===== config.mk =====
export PLATFORM = sky130hd
export DESIGN_NAME = apb_controller_flat
export DESIGN_NICKNAME = d
export VERILOG_FILES = /design/src/rtl/apb_controller_if.sv /design/src/rtl/apb_controller.sv /design/src/flat_wrapper.sv
export SDC_FILE = /design/constraint.sdc
export NUM_CORES = 1
export LEC_CHECK = 0
export CAP_MARGIN = 5
export CORE_AREA = 10 10 104 106
export DETAILED_ROUTE_END_ITERATION = 8
export DIE_AREA = 0 0 114 116
export PLACE_DENSITY_LB_ADDON = 0.15
export SYNTH_ARGS = -nofsm -noshare
export SYNTH_HDL_FRONTEND = slang
export SYNTH_SLANG_ARGS = --single-unit

===== constraint.sdc =====
create_clock -name Hclk -period 1.8 [get_ports Hclk]
set_input_delay 0.45 -clock Hclk [delete_from_list [all_inputs] [get_ports Hclk]]
set_output_delay 0.45 -clock Hclk [all_outputs]
set_load 0.1 [all_outputs]

===== src/rtl/apb_controller_if.sv =====
// Bus bundle between the AHB slave interface, the bridge FSM and the APB interface stage.
// The master modport is the driving side (AHB slave interface / APB stage); slave is the FSM.
interface apb_controller_if #(
  parameter int unsigned WIDTH  = 32,
  parameter int unsigned SLAVES = 3
);
  logic              valid;
  logic [WIDTH-1:0]  Haddr;
  logic [WIDTH-1:0]  Haddr_d;
  logic [WIDTH-1:0]  Hwdata;
  logic              Hwrite;
  logic              Hwrite_d;
  logic [SLAVES-1:0] Hselx;
  logic [SLAVES-1:0] Hselx_d;
  logic [WIDTH-1:0]  Paddr_out;
  logic [WIDTH-1:0]  Pwdata_out;
  logic              Pwrite_out;
  logic              Penable_out;
  logic [SLAVES-1:0] Pselx_out;
  logic              Hreadyout;

  modport master (
    output valid, Haddr, Haddr_d, Hwdata, Hwrite, Hwrite_d, Hselx, Hselx_d,
    input  Paddr_out, Pwdata_out, Pwrite_out, Penable_out, Pselx_out, Hreadyout
  );

  modport slave (
    input  valid, Haddr, Haddr_d, Hwdata, Hwrite, Hwrite_d, Hselx, Hselx_d,
    output Paddr_out, Pwdata_out, Pwrite_out, Penable_out, Pselx_out, Hreadyout
  );
endinterface


===== src/rtl/apb_controller.sv =====
// AHB-to-APB bridge FSM: sequences APB SETUP/ENABLE phases and throttles AHB via Hreadyout.
// All outputs are registered; loads happen on entry to each state.
module apb_controller #(
  parameter int unsigned WIDTH  = 32,
  parameter int unsigned SLAVES = 3
) (
  input logic             Hclk,
  input logic             Hreset,
  apb_controller_if.slave bus_io
);

  typedef enum logic [2:0] {
    StIdle, StWwait, StRead, StWrite, StWritep, StRenable, StWenable, StWenablep
  } state_e;

  state_e            state_q, state_d;
  logic [WIDTH-1:0]  paddr_q, paddr_d;
  logic [WIDTH-1:0]  pwdata_q, pwdata_d;
  logic              pwrite_q, pwrite_d;
  logic              penable_q, penable_d;
  logic [SLAVES-1:0] pselx_q, pselx_d;
  logic              hready_q, hready_d;

  always_comb begin
    state_d   = state_q;
    paddr_d   = paddr_q;
    pwdata_d  = pwdata_q;
    pwrite_d  = pwrite_q;
    penable_d = penable_q;
    pselx_d   = pselx_q;
    hready_d  = hready_q;

    unique case (state_q)
      StIdle: begin
        if (bus_io.valid) state_d = bus_io.Hwrite ? StWwait : StRead;
      end
      StWwait:  state_d = bus_io.valid ? StWritep : StWrite;
      StRead:   state_d = StRenable;
      StWrite:  state_d = bus_io.valid ? StWenablep : StWenable;
      StWritep: state_d = StWenablep;
      StRenable, StWenable: begin
        if (!bus_io.valid)      state_d = StIdle;
        else if (bus_io.Hwrite) state_d = StWwait;
        else                    state_d = StRead;
      end
      StWenablep: begin
        if (!bus_io.Hwrite_d)  state_d = StRead;
        else if (bus_io.valid) state_d = StWritep;
        else                   state_d = StWrite;
      end
    endcase

    unique case (state_d)
      StRead: begin
        // After a pipelined write the pending read was captured one cycle earlier.
        if (state_q == StWenablep) begin
          paddr_d = bus_io.Haddr_d;
          pselx_d = bus_io.Hselx_d;
        end else begin
          paddr_d = bus_io.Haddr;
          pselx_d = bus_io.Hselx;
        end
        pwrite_d  = 1'b0;
        penable_d = 1'b0;
        hready_d  = 1'b0;
      end
      StWrite, StWritep: begin
        paddr_d   = bus_io.Haddr_d;
        pwdata_d  = bus_io.Hwdata;
        pwrite_d  = 1'b1;
        pselx_d   = bus_io.Hselx_d;
        penable_d = 1'b0;
        hready_d  = 1'b0;
      end
      StRenable, StWenable, StWenablep: begin
        penable_d = 1'b1;
        hready_d  = 1'b1;
      end
      StIdle, StWwait: begin
        pselx_d   = '0;
        penable_d = 1'b0;
        hready_d  = 1'b1;
      end
    endcase
  end

  always_ff @(posedge Hclk) begin
    if (Hreset) begin
      state_q   <= StIdle;
      paddr_q   <= '0;
      pwdata_q  <= '0;
      pwrite_q  <= 1'b0;
      penable_q <= 1'b0;
      pselx_q   <= '0;
      hready_q  <= 1'b1;
    end else begin
      state_q   <= state_d;
      paddr_q   <= paddr_d;
      pwdata_q  <= pwdata_d;
      pwrite_q  <= pwrite_d;
      penable_q <= penable_d;
      pselx_q   <= pselx_d;
      hready_q  <= hready_d;
    end
  end

  assign bus_io.Paddr_out   = paddr_q;
  assign bus_io.Pwdata_out  = pwdata_q;
  assign bus_io.Pwrite_out  = pwrite_q;
  assign bus_io.Penable_out = penable_q;
  assign bus_io.Pselx_out   = pselx_q;
  assign bus_io.Hreadyout   = hready_q;

endmodule

===== src/flat_wrapper.sv =====
// flat-port wrapper written by rule: the top's interface ports become plain ports
module apb_controller_flat 
#(
  parameter int unsigned WIDTH  = 32,
  parameter int unsigned SLAVES = 3
)
  (Hclk, Hreset, bus_io_valid, bus_io_Haddr, bus_io_Haddr_d, bus_io_Hwdata, bus_io_Hwrite, bus_io_Hwrite_d, bus_io_Hselx, bus_io_Hselx_d, bus_io_Paddr_out, bus_io_Pwdata_out, bus_io_Pwrite_out, bus_io_Penable_out, bus_io_Pselx_out, bus_io_Hreadyout);
  apb_controller_if #(.WIDTH(WIDTH), .SLAVES(SLAVES)) bus_io_i ();
  input logic Hclk;
  input logic Hreset;
  input wire logic [$bits(bus_io_i.valid)-1:0] bus_io_valid;
  input wire logic [$bits(bus_io_i.Haddr)-1:0] bus_io_Haddr;
  input wire logic [$bits(bus_io_i.Haddr_d)-1:0] bus_io_Haddr_d;
  input wire logic [$bits(bus_io_i.Hwdata)-1:0] bus_io_Hwdata;
  input wire logic [$bits(bus_io_i.Hwrite)-1:0] bus_io_Hwrite;
  input wire logic [$bits(bus_io_i.Hwrite_d)-1:0] bus_io_Hwrite_d;
  input wire logic [$bits(bus_io_i.Hselx)-1:0] bus_io_Hselx;
  input wire logic [$bits(bus_io_i.Hselx_d)-1:0] bus_io_Hselx_d;
  output wire logic [$bits(bus_io_i.Paddr_out)-1:0] bus_io_Paddr_out;
  output wire logic [$bits(bus_io_i.Pwdata_out)-1:0] bus_io_Pwdata_out;
  output wire logic [$bits(bus_io_i.Pwrite_out)-1:0] bus_io_Pwrite_out;
  output wire logic [$bits(bus_io_i.Penable_out)-1:0] bus_io_Penable_out;
  output wire logic [$bits(bus_io_i.Pselx_out)-1:0] bus_io_Pselx_out;
  output wire logic [$bits(bus_io_i.Hreadyout)-1:0] bus_io_Hreadyout;
  assign bus_io_i.valid = bus_io_valid;
  assign bus_io_i.Haddr = bus_io_Haddr;
  assign bus_io_i.Haddr_d = bus_io_Haddr_d;
  assign bus_io_i.Hwdata = bus_io_Hwdata;
  assign bus_io_i.Hwrite = bus_io_Hwrite;
  assign bus_io_i.Hwrite_d = bus_io_Hwrite_d;
  assign bus_io_i.Hselx = bus_io_Hselx;
  assign bus_io_i.Hselx_d = bus_io_Hselx_d;
  assign bus_io_Paddr_out = bus_io_i.Paddr_out;
  assign bus_io_Pwdata_out = bus_io_i.Pwdata_out;
  assign bus_io_Pwrite_out = bus_io_i.Pwrite_out;
  assign bus_io_Penable_out = bus_io_i.Penable_out;
  assign bus_io_Pselx_out = bus_io_i.Pselx_out;
  assign bus_io_Hreadyout = bus_io_i.Hreadyout;
  apb_controller #(.WIDTH(WIDTH), .SLAVES(SLAVES)) u_core (.Hclk(Hclk), .Hreset(Hreset), .bus_io(bus_io_i));
endmodule

==> Yosys cells after proc, flatten, opt, wreduce, memory -nomap -nowiden <==
Cells that the tools add are included.
{ "classes": {"n_reduce_logical": 11, "addsub": 0, "eq_ne": 14, "n_lt_le_gt_ge": 0, "bitwise_logic": 0, "n_div": 0, "multipliers": 0, "shifts": 0, "mux": 14} }
{ "ops": {"columns": ["op", "n"], "rows": [
  ["32-bit one-hot mux with 2 select lines", 1],
  ["32-bit two-way mux", 1],
  ["3-bit equality test, second input constant", 8],
  ["3-bit one-hot mux with 7 select lines", 1],
  ["3-bit two-way mux", 5],
  ["3-bit by 2-bit equality test with 1-bit output, second input constant", 4],
  ["5-bit OR reduction", 2],
  ["3-bit one-hot mux with 3 select lines", 1],
  ["3-bit by 1-bit equality test with 1-bit output, second input constant", 2],
  ["3-bit logical NOT", 2],
  ["1-bit one-hot mux with 2 select lines", 3],
  ["2-bit OR reduction", 3],
  ["3-bit OR reduction", 2],
  ["3-bit nonzero test", 1],
  ["2-bit two-way mux", 1],
  ["2-bit nonzero test", 1],
  ["1-bit two-way mux", 1]
]} }
{ "totals": {"mem_count": 0, "latch_bits": 0, "register_bits": 73, "out_inout_bits": 70, "ram_bits": 0, "input_bits": 107, "romBits": 0} }

==> Logic depth before layout (Yosys ltp) <==
Gate-level depths: netlist of the first run.
{ "depth": {"word_depth": 6, "mapped_depth": 7} }

==> Worst setup path after synthesis of the first run <==
No wires, ideal clock.
{ "synth_path": {"path_type": "input port to flip-flop", "from": "in bus_io_Hwrite", "to": "reg u_core.paddr_q[6], in the netlist u_core.bus_io.Paddr_out[6]", "setup_time_ns": 0.089, "stages": 5, "n_path_buf": 1, "arrival_time_ns": 1.391, "slack_ns": 0.320, "cell_sequence": "and2b_1 a21o_4 buf_4 a21oi_1 a311oi_2"} }
{ "synth_via": {"elab_chain_cells": 6, "elab_cells_between_ends": 10, "classes_between": "eq/ne: 3; mux: 5; reduce/logical: 2"} }
{ "synth_lines": {"columns": ["item", "line_no", "source"], "rows": [
  ["start, declared", "flat_wrapper.sv:15", "input wire logic [$bits(bus_io_i.Hwrite)-1:0] bus_io_Hwrite;"],
  ["2-bit two-way mux *", "apb_controller.sv:35, apb_controller.sv:43", null],
  ["3-bit two-way mux (on tied branches)", "apb_controller.sv:42, apb_controller.sv:35", null],
  ["3-bit one-hot mux with 7 select lines *", "apb_controller.sv:33", "unique case (state_q)"],
  ["3-bit by 2-bit equality test with 1-bit output / 3-bit equality test (equally long branches)", "apb_controller.sv:53", "unique case (state_d)"],
  ["2-bit OR reduction", null, null],
  ["32-bit one-hot mux with 2 select lines / 2-bit nonzero test (equally long branches)", null, null],
  ["end signal, assigned", "apb_controller.sv:98", "paddr_q <= paddr_d;"],
  ["end, declared", "apb_controller.sv:17", "logic [WIDTH-1:0] paddr_q, paddr_d;"]
]} }
Every way passes the cells marked *; elsewhere a longest branch is shown, timed or not.
A chain may end at the register's enable or synchronous reset.

==> Worst setup path in the final report of the first run <==
{ "layout_path": {"from": "in bus_io_valid", "to": "reg u_core.paddr_q[21], in the netlist u_core.bus_io.Paddr_out[21]"} }
{ "layout_via": {"elab_chain_cells": 6, "elab_cells_between_ends": 12, "classes_between": "eq/ne: 3; mux: 7; reduce/logical: 2"} }
{ "layout_lines": {"columns": ["item", "line_no", "source"], "rows": [
  ["start, declared", "flat_wrapper.sv:11", "input wire logic [$bits(bus_io_i.valid)-1:0] bus_io_valid;"],
  ["3-bit two-way mux", "apb_controller.sv:37, apb_controller.sv:48", null],
  ["3-bit two-way mux", "apb_controller.sv:47", "if (!bus_io.Hwrite_d) state_d = StRead;"],
  ["3-bit one-hot mux with 7 select lines *", "apb_controller.sv:33", null],
  ["3-bit by 2-bit equality test with 1-bit output / 3-bit equality test (equally long branches)", "apb_controller.sv:53", null],
  ["2-bit OR reduction", null, null],
  ["32-bit one-hot mux with 2 select lines / 2-bit nonzero test (equally long branches)", null, null]
]} }
Marked as above.

==> reports/qor.yml, run 1 <==
run_status:
  run_status: "complete, no violations"
worst_setup_path:
  r2r_end: "u_core.bus_io.Paddr_out[21]$_SDFFE_PP0P_"
  path_delay_family: "buffers and inverters"
  cp-start-kind: "input port"
  critPathMaxStageDelay_ns: 0.57
  crit_type: "input port to flip-flop"
  path_cells: "clkdlybuf4s50_1 -> and2b_2 -> o21a_4 -> buf_12 -> a21oi_2 -> a311oi_2"
  reg2reg_from: "u_core.state_q[2]$_SDFF_PP0_"
  cp.arrival_ns: 1.99
  reg2reg_slack_ns: 0.13
  required_ns: 2.06
  path_max_fanout: 12
  crit_slowest_cell: "clkdlybuf4s50_1"
  r2r_cells: 6
  cp_num_buf_inv: 2
  cp-end-kind: "flip-flop"
sta:
  slew-limit-headroom_pct: 73.9
  finClkSkew_ns: 0.00873
  period_needed_ns: 1.74
  finalSetupTns_ns: 0
  drv_slew: 0
  hold_viol: 0
  tightest_slew_ns: 0.381
  max_freq_mhz: 576
  period_share_pct: 96.5
  rsz0062_at_grt: "no"
  timing.final.setup_violations: 0
placed_design:
  dp_cells: 664
  dp_hpwl_um: 9130
  place.gp.congestion: 0.881
  portBuffers: 176
synthesis:
  synth.most_common_cell: "nand2_1"
  synth-edff-count: 0
  synth_common_cells: "134 x nand2_1, 73 x dfxtp_1, 52 x a21oi_1"
  synth.area.top_cells: "dfxtp_1 42%, nand2_1 15%, a311oi_2 13%"
  yosysTopAreaCellShare_pct: 42.3
  synth_cell_types: 38
  syn_avg_cell_area_um2: 8.84
  synth_seq_area_share_pct: 42.3
  ys_ff_latch: 73
  synthArstFlopShare_pct: 0
  yosys.area.top_type: "dfxtp_1"
  syn_nets: 498
  ys.flop_type: "dfxtp_1"
  yosysWarnings: 0
  synthCells: 391
  syn_area_um2: 3450
floorplanning:
  fp.dieW_um: 114
  ioPinCount: 177
  die_area_um2: 13200
  die_h_um: 116
  start_util_pct: 39.8
  coreArea_um2: 8680
  row_count: 34
detailed_routing:
  wl_met3_um: 1120
  top_layer_used: "met4"
  drt-met1-wl_um: 4790
  route.detailed.drc: 0
  met2_length_um: 5600
  post_drt_via_cell_ratio: 5.11
  drt_wl_total_um: 11600
  drtAntennaViolNets: 0
  wl_per_cell_um: 17.1
  dr.pass1.iters: 4
  initialDrtViolationCount: 173
  vias: 3477
cells_and_area:
  n_antenna_cell: 0
  nNetsFinal: 674
  synthToLayoutAreaGrowth_pct: 81.7
  layout.cells.non_filler: 680
  drive_gt1_share_pct: 29.5
grt:
  grt_pass1_wl_um: 18400
  grt_pass1_vias: 3558
  antenna_found_initial: 0
  overflow: 0
  grt_max_degree: 46
  track_usage_pct: 17.1
cts:
  ctsHoldBuffers: 0
  clk-insertion-delay-late_ns: 0.35
  cts_tree: "built"
  cts_buffers: 9
  htreeDepth: 3
  clock_sinks: 73
  clk_pin_slew_ns: 0.08
  cts_root_buffer: "clkbuf_8"
  cts_max_path_buffers: 2
min_path:
  min_from: "Hreset"
  hold_path_class: "input port to flip-flop"
  min_to: "u_core.bus_io.Penable_out$_SDFF_PP0_"
  min_path_cells: 2
pwr:
  powerDensity_nw_per_um2: 1650
  power.total_mw: 10.3
  vdd_drop_max_v: 0.000951
  leakagePower_nw: 2.34
run:
  drv_cap: 0
where the power goes:
part	total [mW]	switching [mW]	internal (mW)
clock	1.15	0.644	0.505
combinational	6.77	4.18	2.58
sequential	2.43	0.426	2.01
cells in the final DEF, fill, tap and decap left out, drive strengths merged:
cell	Yosys	layout
a21o	2	2
buf	27	95
o21bai	1	1
a311oi	32	32
a211oi	4	4
nand3	2	2
nand2	134	134
or3	1	1
nor2b	2	2
clkbuf	8	10
maj3	2	2
a2111oi	1	1
inv	2	2
nand2b	6	6
a21boi	3	3
a21bo	1	1
dfxtp	73	73
nor2	5	5
o32ai	2	2
o21ai	3	3
o2bb2ai	1	1
a21oi	73	73
o21a	2	2
and2b	1	1
o221ai	1	1
clkdlybuf4s50	0	105
clkinv	0	6
and3	2	2
logic make-up after synthesis:
kind of cell / synth area share (%)
and+or+nand+nor: 18.0
DFF: 42.3
adders and majority gates: 0.580
buffers and inverters: 7.53
AOI/OAI and AO/OA: 31.5
routing by layer:
metal  track usage [%]  vias to the layer above
met1              18.8                     1620
met2              28.6                      131
li1                  -                     1716
met5                 0                        -
met3              8.37                       10
met4              4.76                        0
cell type report:
class | instances | area (um2)
Timing Repair Buffer | 200 | 2760
Fill cell | 632 | 2400
Sequential cell | 73 | 1460
Tap cell | 108 | 135
Clock inverter | 6 | 45.0
Clock buffer | 10 | 128
Multi-Input combinational cell | 281 | 1740
Inverter | 2 | 7.51
sequential cells by signal, summed over array words and instances, names as in the netlist:
| signal | count |
|---|---|
| u_core.bus_io.Pselx_out | 3 |
| u_core.bus_io.Penable_out | 1 |
| u_core.bus_io.Paddr_out | 32 |
| u_core.bus_io.Pwdata_out | 32 |
| u_core.bus_io.Hreadyout | 1 |
| u_core.state_q | 3 |
| u_core.bus_io.Pwrite_out | 1 |
worst max-delay path by stage:
stage	depth (start not counted)	end	from
floorplan	5	u_core.bus_io.Paddr_out[6]$_SDFFE_PP0P_	bus_io_Hwrite
global placement	6	u_core.bus_io.Paddr_out[17]$_SDFFE_PP0P_	bus_io_valid
detailed placement	6	u_core.bus_io.Paddr_out[21]$_SDFFE_PP0P_	bus_io_valid
CTS	6	u_core.bus_io.Paddr_out[21]$_SDFFE_PP0P_	bus_io_valid
global route	5	u_core.bus_io.Paddr_out[30]$_SDFFE_PP0P_	u_core.state_q[2]$_SDFF_PP0_
finish	6	u_core.bus_io.Paddr_out[21]$_SDFFE_PP0P_	bus_io_valid
through the flow:
step                worst slack [ns]  area (um2)  utilization, %  hold slack, ns
floorplan                      0.320        3450               -           0.586
global placement              -0.270        6100            70.3           0.479
detailed placement            -0.355        6100            70.3           0.487
CTS                           0.0147        6280            72.3           0.464
global route                0.000322        6280            72.3           0.501
finish                        0.0631        6280            72.3           0.488
repair_timing:
action	4_1_cts	5_1_grt
setup endpoints to repair	0	19
resized for setup	0	1
hold endpoints to repair	0	0
setup buffers	0	0
worst register-to-register path: cells and delay by family (launching register included):
family	cells	cell delay (ns)
buffers and inverters	2	0.38
DFF	1	0.39
and+or+nand+nor	1	0.29
AOI/OAI and AO/OA	3	0.53
Note: power is estimated with default switching activity, not from simulation.
==> run 2: changes to the inputs <==
--- a/config.mk
+++ b/config.mk
@@ -5,10 +5,11 @@
 export SDC_FILE = /design/constraint.sdc
 export NUM_CORES = 1
 export LEC_CHECK = 0
+export ABC_AREA = 0
 export CAP_MARGIN = 5
-export CORE_AREA = 10 10 104 106
+export CORE_AREA = 10 10 95 117
 export DETAILED_ROUTE_END_ITERATION = 8
-export DIE_AREA = 0 0 114 116
+export DIE_AREA = 0 0 105 127
 export PLACE_DENSITY_LB_ADDON = 0.15
 export SYNTH_ARGS = -nofsm -noshare
 export SYNTH_HDL_FRONTEND = slang
==> run 2 against run 1 <==
Compared with the run above: fmax shrank 0.46%; highest routed layer unchanged; first-iteration DRC count grew 0.58%; register-to-register slack gained 0.06 ns; clock power grew 64%; clock skew shrank 0.0031 ns; count of clock-buffer cells in the layout is the same; hold slack gained 0.0012 ns.
==> reports/qor.yml, run 2 (synthesized netlist as in run 1, its figures left out) <==
run_status:
  run_status: "complete, no violations"
grt:
  overflow: 0  # unchanged
  antenna_found_initial: 0  # unchanged
  grt_pass1_wl_um: 18000  # -1.7%
  grt_max_degree: 41  # -11%
  track_usage_pct: 16.5  # -0.51 points
  grt_pass1_vias: 3481  # -2.2%
floorplanning:
  die_h_um: 127  # +9.5%
  coreArea_um2: 8980  # +3.5%
  die_area_um2: 13300  # +0.84%
  ioPinCount: 177  # unchanged
  start_util_pct: 38.5  # -1.3 points
  fp.dieW_um: 105  # -7.9%
  row_count: 39  # +15%
cells_and_area:
  synthToLayoutAreaGrowth_pct: 85.6
  nNetsFinal: 673  # -0.15%
  n_antenna_cell: 0  # unchanged
  final_common_cell: "nand2_1"
  layout_common_cells: "134 x nand2_1, 105 x clkdlybuf4s50_1, 77 x buf_12"
  layout.cells.non_filler: 693  # +1.9%
  design_area_um2: 6410  # +2.1%
  drive_gt1_share_pct: 29.8  # +0.28 points
  final_util_pct: 71.4  # -0.93 points
detailed_routing:
  wl_per_cell_um: 16.2  # -5.4%
  route.detailed.drc: 0  # unchanged
  drtAntennaViolNets: 0  # unchanged
  dr.pass1.iters: 4  # unchanged
  post_drt_via_cell_ratio: 5.02  # -1.9%
  drt_wl_total_um: 11200  # -3.6%
  vias: 3476  # -0.029%
  initialDrtViolationCount: 174  # +0.58%
pwr:
  vdd_drop_max_v: 0.00103  # +8.1%
  leakagePower_nw: 2.39  # +2.1%
  powerDensity_nw_per_um2: 1710  # +3.9%
placed_design:
  placed_area_um2: 6080  # -0.39%
  place.gp.congestion: 0.813  # -7.7%
  portBuffers: 176  # unchanged
  dp_cells: 678  # +2.1%
  dp_hpwl_um: 8860  # -2.9%
worst_setup_path:
  cp.arrival_ns: 1.94  # -0.05 ns
  cp-start-kind: "input port"
  required_ns: 1.99  # -0.07 ns
  path_max_fanout: 8  # -4
  crit_type: "input port to flip-flop"
  cp-end-kind: "flip-flop"
cts:
  cts_root_buffer: "clkbuf_16"
  cts_tree: "built"
  ctsHoldBuffers: 0  # unchanged
  postCtsSetupBuffers: 0  # unchanged
  clock_sinks: 73  # unchanged
  cts_max_path_buffers: 2  # unchanged
  cts_buffers: 9  # unchanged
  clk_pin_slew_ns: 0.06  # -0.02 ns
  htreeDepth: 3  # unchanged
  clk-insertion-delay-late_ns: 0.33  # -0.02 ns
sta:
  period_needed_ns: 1.74  # +0.00799 ns
  timing.final.setup_violations: 0  # unchanged
  tightest_slew_ns: 0.549  # +0.168 ns
  finalSetupTns_ns: 0  # unchanged
  hold_viol: 0  # unchanged
  max_freq_mhz: 573  # -0.46%
  period_share_pct: 96.9  # +0.44 points
  rsz0062_at_grt: "yes"
  drv_slew: 0  # unchanged
  finClkSkew_ns: 0.00562  # -0.00311 ns
  slew-limit-headroom_pct: 63.4  # -11 points
run:
  drv_cap: 0  # unchanged
min_path:
  hold_path_class: "flip-flop to flip-flop"
## run 2: per-stage QoR
step	power, mW	hold slack [ns]	setup WS, ns
after floorplan	6.73	0.586	0.320
after global placement	9.07	0.479	-0.239
after detailed placement	9.16	0.483	-0.277
after CTS	11.1	0.491	0.0619
after global routing	11.5	0.510	-0.00427
final	11.0	0.490	0.0551
## run 2: routing by layer
metal	track usage, %	part of all wire, %
met1	18.9	41
met2	26.2	48
met3	8.95	11
met4	4.85	0.76
met5	0	0
## run 2: worst max-delay path, stage by stage
cell	delay [ns]
clkdlybuf4s50_1	0.50
and2b_2	0.29
a21o_4	0.27
buf_4	0.17
a21oi_1	0.19
a311oi_2	0.07
## run 2: area by class of cell
| cell class | instances | area, um2 |
|---|---|---|
| fill | 692 | 2570 |
| sequential | 73 | 1460 |
| clock inverter | 5 | 78.8 |
| inverter | 2 | 7.51 |
| tap | 123 | 154 |
| multi-input combinational | 281 | 1750 |
| timing repair buffer | 199 | 2720 |
| clock buffer | 10 | 239 |
## run 2: worst paths after layout
kind	slack [ns]	cells past startpoint	start	end
max	0.06	6	bus_io_Hwrite	u_core.bus_io.Paddr_out[5]$_SDFFE_PP0P_
max reg2reg	0.19	4	u_core.state_q[2]$_SDFF_PP0_	u_core.bus_io.Pselx_out[1]$_SDFFE_PP0P_
min reg2reg	0.49	2	u_core.bus_io.Pwdata_out[10]$_SDFFE_PP0P_	u_core.bus_io.Pwdata_out[10]$_SDFFE_PP0P_
min	0.49	2	u_core.bus_io.Pwdata_out[10]$_SDFFE_PP0P_	u_core.bus_io.Pwdata_out[10]$_SDFFE_PP0P_
## run 2: power by group
group / leakage (nW) / switching [mW] / internal, mW / total [mW]
clock network: 0.159 / 0.648 / 1.24 / 1.89
registers: 0.600 / 0.449 / 2.01 / 2.46
logic: 1.63 / 4.12 / 2.50 / 6.63
## run 2: what timing repair did
action,CTS,global route
endpoints found under the hold margin,0,0
setup endpoints to repair,0,22
gates resized for setup,0,4
==> run 3: changes to the inputs <==
--- a/config.mk
+++ b/config.mk
@@ -6,10 +6,11 @@
 export NUM_CORES = 1
 export LEC_CHECK = 0
 export ABC_AREA = 0
-export CAP_MARGIN = 5
-export CORE_AREA = 10 10 95 117
+export CORE_AREA = 10 10 78 96
+export CTS_CLUSTER_SIZE = 25
 export DETAILED_ROUTE_END_ITERATION = 8
-export DIE_AREA = 0 0 105 127
+export DIE_AREA = 0 0 88 106
+export DONT_BUFFER_PORTS = 1
 export PLACE_DENSITY_LB_ADDON = 0.15
 export SYNTH_ARGS = -nofsm -noshare
 export SYNTH_HDL_FRONTEND = slang
==> run 3 against run 2 <==
Compared with the run above: sequential power is 13% lower; sequential cell count stayed put; die area is 30% lower; power fell by 18%; setup slack better by 0.11 ns; final area fell by 34%; non-clock buffer count is 115 lower; global-route usage rose by 3.0 points; clock skew is 0.00060 ns higher; wire length is 12% lower; critical endpoint is now u_core.bus_io.Paddr_out[30]$_SDFFE_PP0P_; largest power group unchanged.
==> reports/qor.yml, run 3 (synthesized netlist as in run 1, its figures left out) <==
run_status:
  run_status: "complete, no violations"
grt:
  grt_pass1_vias: 2932  # -16%
  grt_max_degree: 74  # +80%
  antenna_found_initial: 0  # unchanged
  overflow: 0  # unchanged
  track_usage_pct: 19.6  # +3.0 points
  grt_pass1_wl_um: 14600  # -19%
min_path:
  min_path_cells: 1  # -1
  hold_path_class: "input port to flip-flop"
sta:
  drv_slew: 0  # unchanged
  hold_viol: 0  # unchanged
  slew-limit-headroom_pct: 70.0  # +6.6 points
  tightest_slew_ns: 0.439  # -0.110 ns
  max_freq_mhz: 613  # +6.9%
  finClkSkew_ns: 0.00623  # +0.000605 ns
  finalSetupTns_ns: 0  # unchanged
  period_needed_ns: 1.63  # -0.113 ns
  timing.final.setup_violations: 0  # unchanged
  period_share_pct: 90.7  # -6.3 points
  rsz0062_at_grt: "no"
worst_setup_path:
  cp-end-kind: "flip-flop"
  crit_type: "flip-flop to flip-flop"
  path_cells: "nand2b_4 -> and3_1 -> buf_4 -> nand2_1 -> a311oi_1"
  cp-start-kind: "flip-flop"
  required_ns: 2.03  # +0.04 ns
  critPathMaxStageDelay_ns: 0.41  # -0.09 ns
  r2r_cells: 5  # +1
  reg2reg_slack_ns: 0.17  # -0.02 ns
  path_max_fanout: 22  # +14
  cp.arrival_ns: 1.87  # -0.07 ns
  crit_slowest_cell: "dfxtp_2"
pwr:
  p_comb_share_pct: 61.8  # +1.4 points
  seqPwrFrac_pct: 24.0  # +1.6 points
  powerDensity_nw_per_um2: 2120  # +24%
  leakagePower_nw: 1.64  # -31%
  power.total_mw: 8.95  # -18%
  swShare_pct: 54.7  # +7.1 points
  vdd_drop_max_v: 0.00136  # +32%
  power.internal_mw: 4.06  # -30%
  p_clk_share_pct: 14.3  # -2.9 points
  switchingPower_mw: 4.89  # -6.3%
detailed_routing:
  initialDrtViolationCount: 121  # -30%
  drtAntennaViolNets: 0  # unchanged
  drt_wl_total_um: 9830  # -12%
  route.detailed.drc: 0  # unchanged
  wl_per_cell_um: 18.8  # +16%
  dr.pass1.iters: 4  # unchanged
  vias: 3015  # -13%
  post_drt_via_cell_ratio: 5.78  # +15%
floorplanning:
  coreArea_um2: 5700  # -36%
  die_area_um2: 9330  # -30%
  start_util_pct: 60.6  # +22 points
  fp.dieW_um: 88  # -16%
  die_h_um: 106  # -17%
  row_count: 31  # -21%
  ioPinCount: 177  # unchanged
cells_and_area:
  layout_common_cells: "134 x nand2_1, 77 x buf_4, 72 x dfxtp_1"
  n_antenna_cell: 0  # unchanged
  synthToLayoutAreaGrowth_pct: 22.0
  drive_gt1_share_pct: 35.1  # +5.3 points
  design_area_um2: 4220  # -34%
  nNetsFinal: 558  # -17%
  layout.cells.non_filler: 522  # -25%
  final_common_cell: "nand2_1"
  fillers: 441  # -36%
placed_design:
  dp_cells: 506  # -25%
  place.gp.congestion: 0.800  # -1.6%
  portBuffers: 0  # -100%
  dp_hpwl_um: 7540  # -15%
  placed_area_um2: 4010  # -34%
cts:
  clk_pin_slew_ns: 0.08  # +0.02 ns
  clk-insertion-delay-late_ns: 0.33  # about the same
  cts_buffers: 9  # unchanged
  cts_max_path_buffers: 2  # unchanged
  post_cts_resized: 0  # unchanged
  htreeDepth: 3  # unchanged
  cts_root_buffer: "clkbuf_8"
  ctsHoldBuffers: 0  # unchanged
  clock_sinks: 73  # unchanged
  postCtsSetupBuffers: 0  # unchanged
  cts_tree: "built"
run:
  drv_cap: 0  # unchanged
-- run 3: power groups by stage --
| stage | registers, mW | logic, mW | clock network (mW) |
|---|---|---|---|
| 6_report | 2.14 | 5.53 | 1.28 |
| 3_3_place_gp | 2.16 | 5.46 | 0 |
| 5_1_grt | 2.18 | 5.78 | 1.38 |
| 3_5_place_dp | 2.18 | 5.54 | 0 |
| 4_1_cts | 2.14 | 5.55 | 1.30 |
| 2_1_floorplan | 4.88 | 1.86 | 0 |
-- run 3: path summary, 6_finish.rpt --
path	from	endpoint
worst min-delay path	Hreset	u_core.bus_io.Pwdata_out[27]$_SDFFE_PP0P_
worst max register to register	u_core.state_q[1]$_SDFF_PP0_	u_core.bus_io.Paddr_out[30]$_SDFFE_PP0P_
worst min register to register	u_core.bus_io.Pwdata_out[3]$_SDFFE_PP0P_	u_core.bus_io.Pwdata_out[3]$_SDFFE_PP0P_
worst max-delay path	u_core.state_q[1]$_SDFF_PP0_	u_core.bus_io.Paddr_out[30]$_SDFFE_PP0P_
-- run 3: critical path: cells and delay by family (launching register included) --
family / cells / cell delay (ns)
AOI/OAI and AO/OA: 1 / 0.28
buffers and inverters: 1 / 0.27
DFF: 1 / 0.41
and+or+nand+nor: 3 / 0.58
-- run 3: metrics by stage --
stage                     utilization, %  hold WS (ns)  setup slack, ns
final                               73.9         0.180            0.168
after global routing                73.9         0.162          0.00337
after CTS                           73.9         0.173           0.0859
after detailed placement            70.3         0.442           0.0968
after global placement              70.3         0.436            0.178
after floorplan                        -         0.586            0.320
-- run 3: final cells by class --
class	instances	area (um2)	share of cell area (%)
Multi-Input combinational cell	281	1740	41.3
Sequential cell	73	1460	34.7
Timing Repair Buffer	84	718	17.0
Clock buffer	10	138	3.27
Tap cell	66	82.6	1.96
Clock inverter	6	66.3	1.57
Inverter	2	7.51	0.178
-- run 3: routing by layer --
metal	up-vias	track usage, %	wire, um
li1	1480	-	-
met1	1367	21.7	3810
met2	152	31.7	4710
met3	16	8.71	1120
met4	0	7.76	187
met5	-	0	0
